==> config.mk <==
export PLATFORM = sky130hd
export DESIGN_NAME = rect_layer_mixer
export DESIGN_NICKNAME = d
export VERILOG_FILES = /design/src/rtl/rect_layer_mixer_pkg.sv /design/src/rtl/rect_layer_mixer_layer_slot.sv /design/src/rtl/rect_layer_mixer.sv
export SDC_FILE = /design/constraint.sdc
export NUM_CORES = 1
export LEC_CHECK = 0
export CAP_MARGIN = 40
export CORE_ASPECT_RATIO = 1.5
export CORE_UTILIZATION = 30
export CTS_BUF_LIST = sky130_fd_sc_hd__clkbuf_8 sky130_fd_sc_hd__clkbuf_16
export DETAILED_ROUTE_END_ITERATION = 8
export GPL_TIMING_DRIVEN = 0
export PLACE_DENSITY = 0.45
export SYNTH_ARGS = -nofsm -noshare
export SYNTH_HDL_FRONTEND = slang
export SYNTH_SLANG_ARGS = --single-unit
==> constraint.sdc <==
create_clock -name clk_i -period 2 [get_ports clk_i]
set_input_delay 0.6 -clock clk_i [delete_from_list [all_inputs] [get_ports clk_i]]
set_output_delay 0.6 -clock clk_i [all_outputs]
set_load 0.01 [all_outputs]
==> src/rtl/rect_layer_mixer_pkg.sv <==
// Shared types and helpers for the rectangle layer mixer.
// Per-layer config is stored at a fixed maximum width so the block can be
// parametrised below these limits without per-instance struct types.
package mixer_pkg;

  localparam int coord_max_width_c = 16;
  localparam int color_max_width_c = 8;
  localparam int mixer_latency_c   = 2;

  typedef struct packed {
    logic [color_max_width_c-1:0] r;
    logic [color_max_width_c-1:0] g;
    logic [color_max_width_c-1:0] b;
  } color_t;

  typedef struct packed {
    logic [coord_max_width_c-1:0] left;
    logic [coord_max_width_c-1:0] right;
    logic [coord_max_width_c-1:0] top;
    logic [coord_max_width_c-1:0] bot;
  } rect_t;

  typedef struct packed {
    rect_t  rect;
    color_t color;
    logic   enable;
  } layer_cfg_t;

  // Strict unsigned interior test; degenerate rectangles fall out naturally.
  function automatic logic rect_hit(input layer_cfg_t cfg,
                                    input logic [coord_max_width_c-1:0] x,
                                    input logic [coord_max_width_c-1:0] y);
    return cfg.enable && (x > cfg.rect.left) && (x < cfg.rect.right) &&
           (y > cfg.rect.top) && (y < cfg.rect.bot);
  endfunction

endpackage

==> src/rtl/rect_layer_mixer_layer_slot.sv <==
// One rectangle layer: shadow/active config registers, write decode and the
// registered stage-1 hit bit.
module layer_slot
  import mixer_pkg::*;
#(
  parameter int layer_idx_p   = 0,
  parameter int coord_width_p = 10,
  parameter int color_width_p = 4,
  parameter int sel_width_p   = 2
) (
  input  logic                       clk_i,
  input  logic                       reset_n_i,
  input  logic                       frame_i,
  input  logic                       cfg_write_i,
  input  logic [sel_width_p-1:0]     cfg_layer_i,
  input  logic [coord_width_p-1:0]   cfg_left_i,
  input  logic [coord_width_p-1:0]   cfg_right_i,
  input  logic [coord_width_p-1:0]   cfg_top_i,
  input  logic [coord_width_p-1:0]   cfg_bot_i,
  input  logic [3*color_width_p-1:0] cfg_color_i,
  input  logic                       cfg_enable_i,
  input  logic [coord_width_p-1:0]   sx_i,
  input  logic [coord_width_p-1:0]   sy_i,
  output logic                       hit_o,
  output color_t                     color_o
);

  layer_cfg_t shadow_r;
  layer_cfg_t active_r;
  layer_cfg_t wr_cfg_s;
  logic       wr_sel_s;

  // Widen the incoming write to storage format and decode the target layer.
  always_comb begin
    wr_cfg_s            = '0;
    wr_cfg_s.rect.left  = coord_max_width_c'(cfg_left_i);
    wr_cfg_s.rect.right = coord_max_width_c'(cfg_right_i);
    wr_cfg_s.rect.top   = coord_max_width_c'(cfg_top_i);
    wr_cfg_s.rect.bot   = coord_max_width_c'(cfg_bot_i);
    wr_cfg_s.color.r    = color_max_width_c'(cfg_color_i[3*color_width_p-1 -: color_width_p]);
    wr_cfg_s.color.g    = color_max_width_c'(cfg_color_i[2*color_width_p-1 -: color_width_p]);
    wr_cfg_s.color.b    = color_max_width_c'(cfg_color_i[color_width_p-1:0]);
    wr_cfg_s.enable     = cfg_enable_i;
    wr_sel_s            = cfg_write_i && (cfg_layer_i == sel_width_p'(layer_idx_p));
  end

  // Shadow set: last accepted write before a commit wins.
  always_ff @(posedge clk_i) begin
    if (!reset_n_i) begin
      shadow_r <= '0;
    end else if (wr_sel_s) begin
      shadow_r <= wr_cfg_s;
    end
  end

  // Active set: whole-layer copy at the frame strobe, never partially.
  always_ff @(posedge clk_i) begin
    if (!reset_n_i) begin
      active_r <= '0;
    end else if (frame_i) begin
      active_r <= shadow_r;
    end
  end

  // Stage-1 hit bit for the current pixel against the active rectangle.
  always_ff @(posedge clk_i) begin
    if (!reset_n_i) begin
      hit_o <= 1'b0;
    end else begin
      hit_o <= rect_hit(active_r, coord_max_width_c'(sx_i), coord_max_width_c'(sy_i));
    end
  end

  assign color_o = active_r.color;

endmodule

==> src/rtl/rect_layer_mixer.sv <==
// Fixed-priority rectangle compositor between the DVI timing controller and
// the output pads, with per-frame collision reporting.
module rect_layer_mixer
  import mixer_pkg::*;
#(
  parameter int layers_p      = 4,
  parameter int coord_width_p = 10,
  parameter int color_width_p = 4
) (
  input  logic                         clk_i,
  input  logic                         reset_n_i,
  input  logic                         frame_i,
  input  logic [coord_width_p-1:0]     sx_i,
  input  logic [coord_width_p-1:0]     sy_i,
  input  logic                         de_i,
  input  logic                         hsync_i,
  input  logic                         vsync_i,
  input  logic [3*color_width_p-1:0]   bg_color_i,
  input  logic                         cfg_valid_i,
  output logic                         cfg_ready_o,
  input  logic [$clog2(layers_p)-1:0]  cfg_layer_i,
  input  logic [coord_width_p-1:0]     cfg_left_i,
  input  logic [coord_width_p-1:0]     cfg_right_i,
  input  logic [coord_width_p-1:0]     cfg_top_i,
  input  logic [coord_width_p-1:0]     cfg_bot_i,
  input  logic [3*color_width_p-1:0]   cfg_color_i,
  input  logic                         cfg_enable_i,
  output logic [color_width_p-1:0]     r_o,
  output logic [color_width_p-1:0]     g_o,
  output logic [color_width_p-1:0]     b_o,
  output logic                         de_o,
  output logic                         hsync_o,
  output logic                         vsync_o,
  output logic [layers_p-1:0]          collide_o,
  output logic                         collide_valid_o
);

  localparam int sel_width_c = $clog2(layers_p);

  logic                       cfg_write_s;
  logic [layers_p-1:0]        hit_s;
  color_t                     layer_color_s [layers_p];
  logic [2:0]                 timing_pipe_r [mixer_latency_c];
  logic [3*color_width_p-1:0] bg_r;
  color_t                     bg_color_s;
  color_t                     sel_color_s;
  logic                       de_d1_s;
  logic [layers_p-1:0]        acc_r;
  logic [layers_p-1:0]        acc_next_s;

  // Writes are refused on the commit cycle so shadow and active never race.
  assign cfg_ready_o = reset_n_i && !frame_i;
  assign cfg_write_s = cfg_valid_i && cfg_ready_o;

  for (genvar i = 0; i < layers_p; i++) begin : g_slot
    layer_slot #(
      .layer_idx_p  (i),
      .coord_width_p(coord_width_p),
      .color_width_p(color_width_p),
      .sel_width_p  (sel_width_c)
    ) u_slot (
      .clk_i       (clk_i),
      .reset_n_i   (reset_n_i),
      .frame_i     (frame_i),
      .cfg_write_i (cfg_write_s),
      .cfg_layer_i (cfg_layer_i),
      .cfg_left_i  (cfg_left_i),
      .cfg_right_i (cfg_right_i),
      .cfg_top_i   (cfg_top_i),
      .cfg_bot_i   (cfg_bot_i),
      .cfg_color_i (cfg_color_i),
      .cfg_enable_i(cfg_enable_i),
      .sx_i        (sx_i),
      .sy_i        (sy_i),
      .hit_o       (hit_s[i]),
      .color_o     (layer_color_s[i])
    );
  end

  // Timing delay line; its depth must equal the two colour stages below.
  always_ff @(posedge clk_i) begin
    if (!reset_n_i) begin
      for (int k = 0; k < mixer_latency_c; k++) timing_pipe_r[k] <= 3'b000;
    end else begin
      timing_pipe_r[0] <= {de_i, hsync_i, vsync_i};
      for (int k = 1; k < mixer_latency_c; k++) timing_pipe_r[k] <= timing_pipe_r[k-1];
    end
  end

  assign de_d1_s = timing_pipe_r[0][2];
  assign de_o    = timing_pipe_r[mixer_latency_c-1][2];
  assign hsync_o = timing_pipe_r[mixer_latency_c-1][1];
  assign vsync_o = timing_pipe_r[mixer_latency_c-1][0];

  // Stage-1 background register keeps bg aligned with the hit vector.
  always_ff @(posedge clk_i) begin
    if (!reset_n_i) begin
      bg_r <= '0;
    end else begin
      bg_r <= bg_color_i;
    end
  end

  // Priority select: scan high to low so the lowest hitting index wins.
  always_comb begin
    bg_color_s   = '0;
    bg_color_s.r = color_max_width_c'(bg_r[3*color_width_p-1 -: color_width_p]);
    bg_color_s.g = color_max_width_c'(bg_r[2*color_width_p-1 -: color_width_p]);
    bg_color_s.b = color_max_width_c'(bg_r[color_width_p-1:0]);
    sel_color_s  = bg_color_s;
    for (int i = layers_p - 1; i >= 0; i--) begin
      if (hit_s[i]) sel_color_s = layer_color_s[i];
      else          sel_color_s = sel_color_s;
    end
  end

  // Stage-2 colour outputs, blanked outside the active area.
  always_ff @(posedge clk_i) begin
    if (!reset_n_i) begin
      r_o <= '0;
      g_o <= '0;
      b_o <= '0;
    end else if (de_d1_s) begin
      r_o <= color_width_p'(sel_color_s.r);
      g_o <= color_width_p'(sel_color_s.g);
      b_o <= color_width_p'(sel_color_s.b);
    end else begin
      r_o <= '0;
      g_o <= '0;
      b_o <= '0;
    end
  end

  // Visible pixel with two or more hitting layers marks every hitting layer.
  always_comb begin
    if (de_d1_s && ((hit_s & (hit_s - layers_p'(1))) != '0)) acc_next_s = acc_r | hit_s;
    else                                                      acc_next_s = acc_r;
  end

  // Publish and clear the accumulator at the frame strobe.
  always_ff @(posedge clk_i) begin
    if (!reset_n_i) begin
      acc_r           <= '0;
      collide_o       <= '0;
      collide_valid_o <= 1'b0;
    end else begin
      collide_valid_o <= frame_i;
      if (frame_i) begin
        collide_o <= acc_next_s;
        acc_r     <= '0;
      end else begin
        acc_r     <= acc_next_s;
      end
    end
  end

endmodule
======== Word level (Yosys, flattened, before mapping) ========
Memory sizes are Yosys's and may differ from the RTL's.
Cells that the tools add are included.
cells by class
  $add $sub $neg .......................... 1
  multiply operators ...................... 0
  div/mod/pow operators ................... 0
  magnitude comparators ................... 16
  eq/ne operators ......................... 3
  shifts and indexed selects .............. 0
  multiplexer cells ....................... 9
  bitwise gates (word level) .............. 5
  reduce and logical (&&, ||, !) cells .... 28
operators with widths
  cell                                                  count
  greater-than comparator 10 bit                        8
  less-than comparator 10 bit                           8
  two-way mux 20 bit                                    4
  logical AND 1 bit                                     23
  two-way mux 3 bit                                     2
  bitwise AND 4 bit                                     1
  equality test 2 bit (second input constant)           2
  two-way mux 4 bit                                     1
  OR 4 bit                                              1
  nonzero test 4 bit                                    1
  subtractor 4 x 1 -> 4 bit (second input constant)     1
  equality test 2 x 1 -> 1 bit (second input constant)  1
  zero test 2 bit                                       1
  two-way mux 1 bit                                     2
  OR 1 bit                                              2
  AND reduction 2 bit                                   1
  OR reduction 2 bit                                    1
  zero test 1 bit                                       1
  NOT 1 bit                                             1
word-level totals
  bits in registers ....................... 461
  bits in latches ......................... 0
  bits in writable memories ............... 6
  ROM bits ................................ 0
  bits of input ports ..................... 94
  output and inout bits ................... 21
  logic and storage cells ................. 138
  memories ................................ 1
memories
  memory         depth  width  read ports  clocked after Yosys merged registers in  write ports  line                    RTL
  timing_pipe_r  2      3      2           0                                        2            rect_layer_mixer.sv:43  logic [2:0] timing_pipe_r [mixer_latency_c];

======== Depth between registers and ports, before layout ========
  depth in word-level cells ............... 5
  gate-level depth with buffers ........... 8

======== By module ========
Synthesis repeated with hierarchy kept, for this count alone.
unflattened totals
  cells, all modules ...................... 2391
  area total of the unflattened synthesis .. 21903.5 sq um
by module, submodules not included
  module                             instances  cells an instance  area an instance (sq um)  sequential area each (sq um)
  layer_slot (g_slot[0].u_slot ...)  2          561                5064.9                    2142.1
  layer_slot (g_slot[1].u_slot)      1          561                5093.6                    2142.1
  layer_slot (g_slot[3].u_slot)      1          560                5062.4                    2142.1
  rect_layer_mixer                   1          148                1617.8                    780.7

======== Least setup slack after synthesis ========
No wires, ideal clock.
  path type ............................... input-to-reg
  start point ............................. input sx_i[8]
  end point ............................... register g_slot[2].u_slot.hit_o
  setup time .............................. 0.091 ns
  arrival ................................. 1.967 ns
  slack ................................... -0.058 ns
  cell stages on the path ................. 6
  buffers on the path ..................... 0
  cell sequence ........................... ha_1 and4_4 a221o_1 a2111oi_1 o41ai_1 a311oi_1
on the way
  word-level cells in the longest chain between the ends .. 5
  elaborated cells on any way between the ends .. 6
RTL lines
  element                              line                               RTL
  start: declaration                   rect_layer_mixer.sv:13             input logic [coord_width_p-1:0] sx_i,
  greater-than comparator 10 bit       rect_layer_mixer_pkg.sv:33         return cfg.enable && (x > cfg.rect.left) && (x < cfg.rect.right) &&
  logical AND 1 bit                    rect_layer_mixer_pkg.sv:33
  logical AND 1 bit (*) (2 in series)  rect_layer_mixer_pkg.sv:33
  logical AND 1 bit (*)                rect_layer_mixer_pkg.sv:34         (y > cfg.rect.top) && (y < cfg.rect.bot);
  end signal: assignment               rect_layer_mixer_layer_slot.sv:70  hit_o <= rect_hit(active_r, coord_max_width_c'(sx_i), coord_max_width_c'(sy_i));
  end: declaration                     rect_layer_mixer_layer_slot.sv:24  output logic hit_o,
Every way passes the cells marked *; elsewhere a longest branch is shown, timed or not.
A chain may end at the register's enable or synchronous reset.

======== Final worst setup path ========
Ends and elaborated chain as after synthesis.

==> impl_metrics.tcl <==
set metrics [dict create \
    yosysSeqAreaShare 0.441 \
    worstSetupPathType "input pin to flop" \
    cts_tree "built" \
    cp.arrival_ns 2.62 \
    ys_async_sr_fraction 0 \
    drt_wl_total_um 69800 \
    antennaDiodeCount 0 \
    relSlewSlack 0.475 \
    grt_first_pass_wirelength_um 103000 \
    fmax_mhz 469 \
    final.period_utilization 1.07 \
    syn_inst 2315 \
    maxCapViolCount 0 \
    num_vias 16100 \
    grt_overflow 0 \
    io_buffers 111 \
    hold_class "flop to flop" \
    drcViolationCount 0 \
    drtIter0Drc 726 \
    finalSetupViolCount 2 \
    avgSynthCellArea_um2 9.15 \
    grt_pass1_vias 16400 \
    hold_ws_ns 0.433 \
    numCtsBuffers 49 \
    avgRoutedWirePerCell_um 20.3 \
    crit_path_start_kind "input pin" \
    die_h_um 327 \
    antenna_found_initial 3 \
    area_growth_pct 21.1 \
    root_buffer "clkbuf_16" \
    rsz0062_at_grt "true" \
    setup_ws_ns -0.132 \
    fp.coreArea_mm2 0.0700 \
    hpwl_um 52900 \
    worst_pin_slew_ns 0.781 \
    nFillCells 7220 \
    post-route-min-period_ns 2.13 \
    worst-path-max-fanout 8 \
    cts.sinks 467 \
    yosys_warnings 0 \
    synth.ff_latch_count 467 \
    final_hold_viol_count 0 \
    die_w_um 219 \
    synth_top_cells_by_area "dfxtp_1, mux2i_1, ha_1" \
    yosysTopAreaCellShare 0.441 \
    synth_nets 2561 \
    fin_nets 2744 \
    drtPass1Iterations 5 \
    peakVddDrop_mv 0.601 \
    synth_edf_count 0 \
    die_area_mm2 0.0717 \
    p_leak_nw 9.58 \
    layout_common_cells "nand2_1, dfxtp_1, mux2i_1" \
    ctsHoldBuffers 0 \
    cp.required_ns 2.48 \
    power_density_mw_per_mm2 799 \
    grt_usage 0.195 \
    utilization 0.366 \
    finalMaxSlewViolations 0 \
    fin_worst_skew_ns 0.0134 \
    status "finished, violations left" \
    layout-drive-gt1-share 0.0990 \
    syn_area_mm2 0.0212 \
    yosysUniqueCellTypes 53 \
    clk_latency_ns 0.60 \
    failed_checks "negative setup slack" \
    h-tree-depth 2 \
    ant_nets 0 \
    start_util 0.303 \
    yosys.area.top_type "dfxtp_1" \
    worstSetupEndpointType "flop" \
    ios 115 \
    place_congestion 0.864 \
    clock_path_buffers 3 \
    clk_pin_slew_worst_paths_ns 0.06 \
    rows 119 \
    final_common_cell "nand2_1" \
    via_per_inst 4.66 \
    grt_max_degree 14 \
    synthFlopType "dfxtp_1" \
    place_ws_ns -2.04 \
]
## cells in the mapped netlist (9+ instances only)
cell / instances
buf_2: 38
o211ai_1: 9
mux2i_1: 236
nor2_1: 21
buf_4: 15
a21oi_1: 40
nand2_1: 473
ha_1: 152
nand3_1: 10
a211oi_1: 13
clkbuf_1: 77
and2_1: 34
nor2b_1: 220
a21o_1: 9
inv_1: 155
nand4_1: 20
dfxtp_1: 467
o21ai_0: 41
a21boi_0: 14
a21boi_1: 200
## critical path, stage by stage
cell	delay, ns
buf_2	0.32
ha_4	0.27
and4_4	0.19
a221o_1	0.37
a2111oi_4	0.33
o41ai_4	0.19
a311oi_2	0.32
## cells by family after synthesis
kind of cell | after synthesis | share of synthesized area
flops | 467 | 0.441
buf+inv | 287 | 0.0558
fa+ha+maj | 152 | 0.0898
mux | 236 | 0.112
compound gates | 361 | 0.120
simple gates | 812 | 0.182
## worst paths after layout
check	from	endpoint	slack (ns)	cells after the start
setup / recovery	sx_i[8]	g_slot[2].u_slot.hit_o	-0.13	7
hold / removal	timing_pipe_r[0][0]	timing_pipe_r[0][3]	0.43	1
setup reg to reg	g_slot[2].u_slot.active_r[66]	g_slot[2].u_slot.hit_o	-0.11	7
hold reg to reg	timing_pipe_r[0][0]	timing_pipe_r[0][3]	0.43	1
## layer usage
| layer | routed length [µm] | track usage | vias up | share of wire |
|---|---|---|---|---|
| met4 | 2510 | 0.0697 | 4 | 0.036 |
| met3 | 2150 | 0.0257 | 116 | 0.031 |
| met2 | 37000 | 0.372 | 253 | 0.53 |
| met5 | 19 | 0 | - | 0.00027 |
| met1 | 28100 | 0.217 | 7652 | 0.40 |
| li1 | - | - | 8036 | - |
## final cells by class
| cell class | count | area (µm²) | area share |
|---|---|---|---|
| Clock inverter | 26 | 174 | 0.00678 |
| Timing Repair Buffer | 132 | 1220 | 0.0475 |
| Tap cell | 907 | 1130 | 0.0443 |
| Sequential cell | 467 | 9360 | 0.365 |
| Buffer | 132 | 619 | 0.0242 |
| Clock buffer | 63 | 1440 | 0.0562 |
| Inverter | 155 | 586 | 0.0228 |
| Multi-Input combinational cell | 1561 | 11100 | 0.433 |
## registers in the layout, indices dropped and copies added (netlist names)
signal                  cells
g_o                         4
collide_valid_o             1
timing_pipe_r               6
g_slot.u_slot.hit_o         4
r_o                         4
b_o                         4
bg_r                       12
acc_r                       4
g_slot.u_slot.shadow_r    212
g_slot.u_slot.color_o      48
g_slot.u_slot.active_r    164
collide_o                   4
## power breakdown
group	internal, mW	leakage (nW)	switching (mW)
Clock	5.31	0.854	3.99
Combinational	0.729	4.95	1.01
Sequential	9.41	3.78	0.0551
Total	15.4	9.58	5.05
## metrics by stage
stage          total power [mW]  cell area, µm²  std cells  TNS (ns)
2_1_floorplan              10.5           21200       2315         0
3_3_place_gp               11.3           23400       3333   -534.74
3_5_place_dp               11.4           23600       3345   -459.11
4_1_cts                    20.7           25400       3437    -0.422
5_1_grt                    21.3           25600       3443    -0.290
6_report                   20.5           25600       3443    -0.222
## timing repair
action,CTS,global route
gates resized for setup,153,69
gates cloned,0,0
setup buffers,4,7
pin swaps,11,23
endpoints found under the setup margin,463,115
Note: power is estimated with default switching activity, not from simulation.
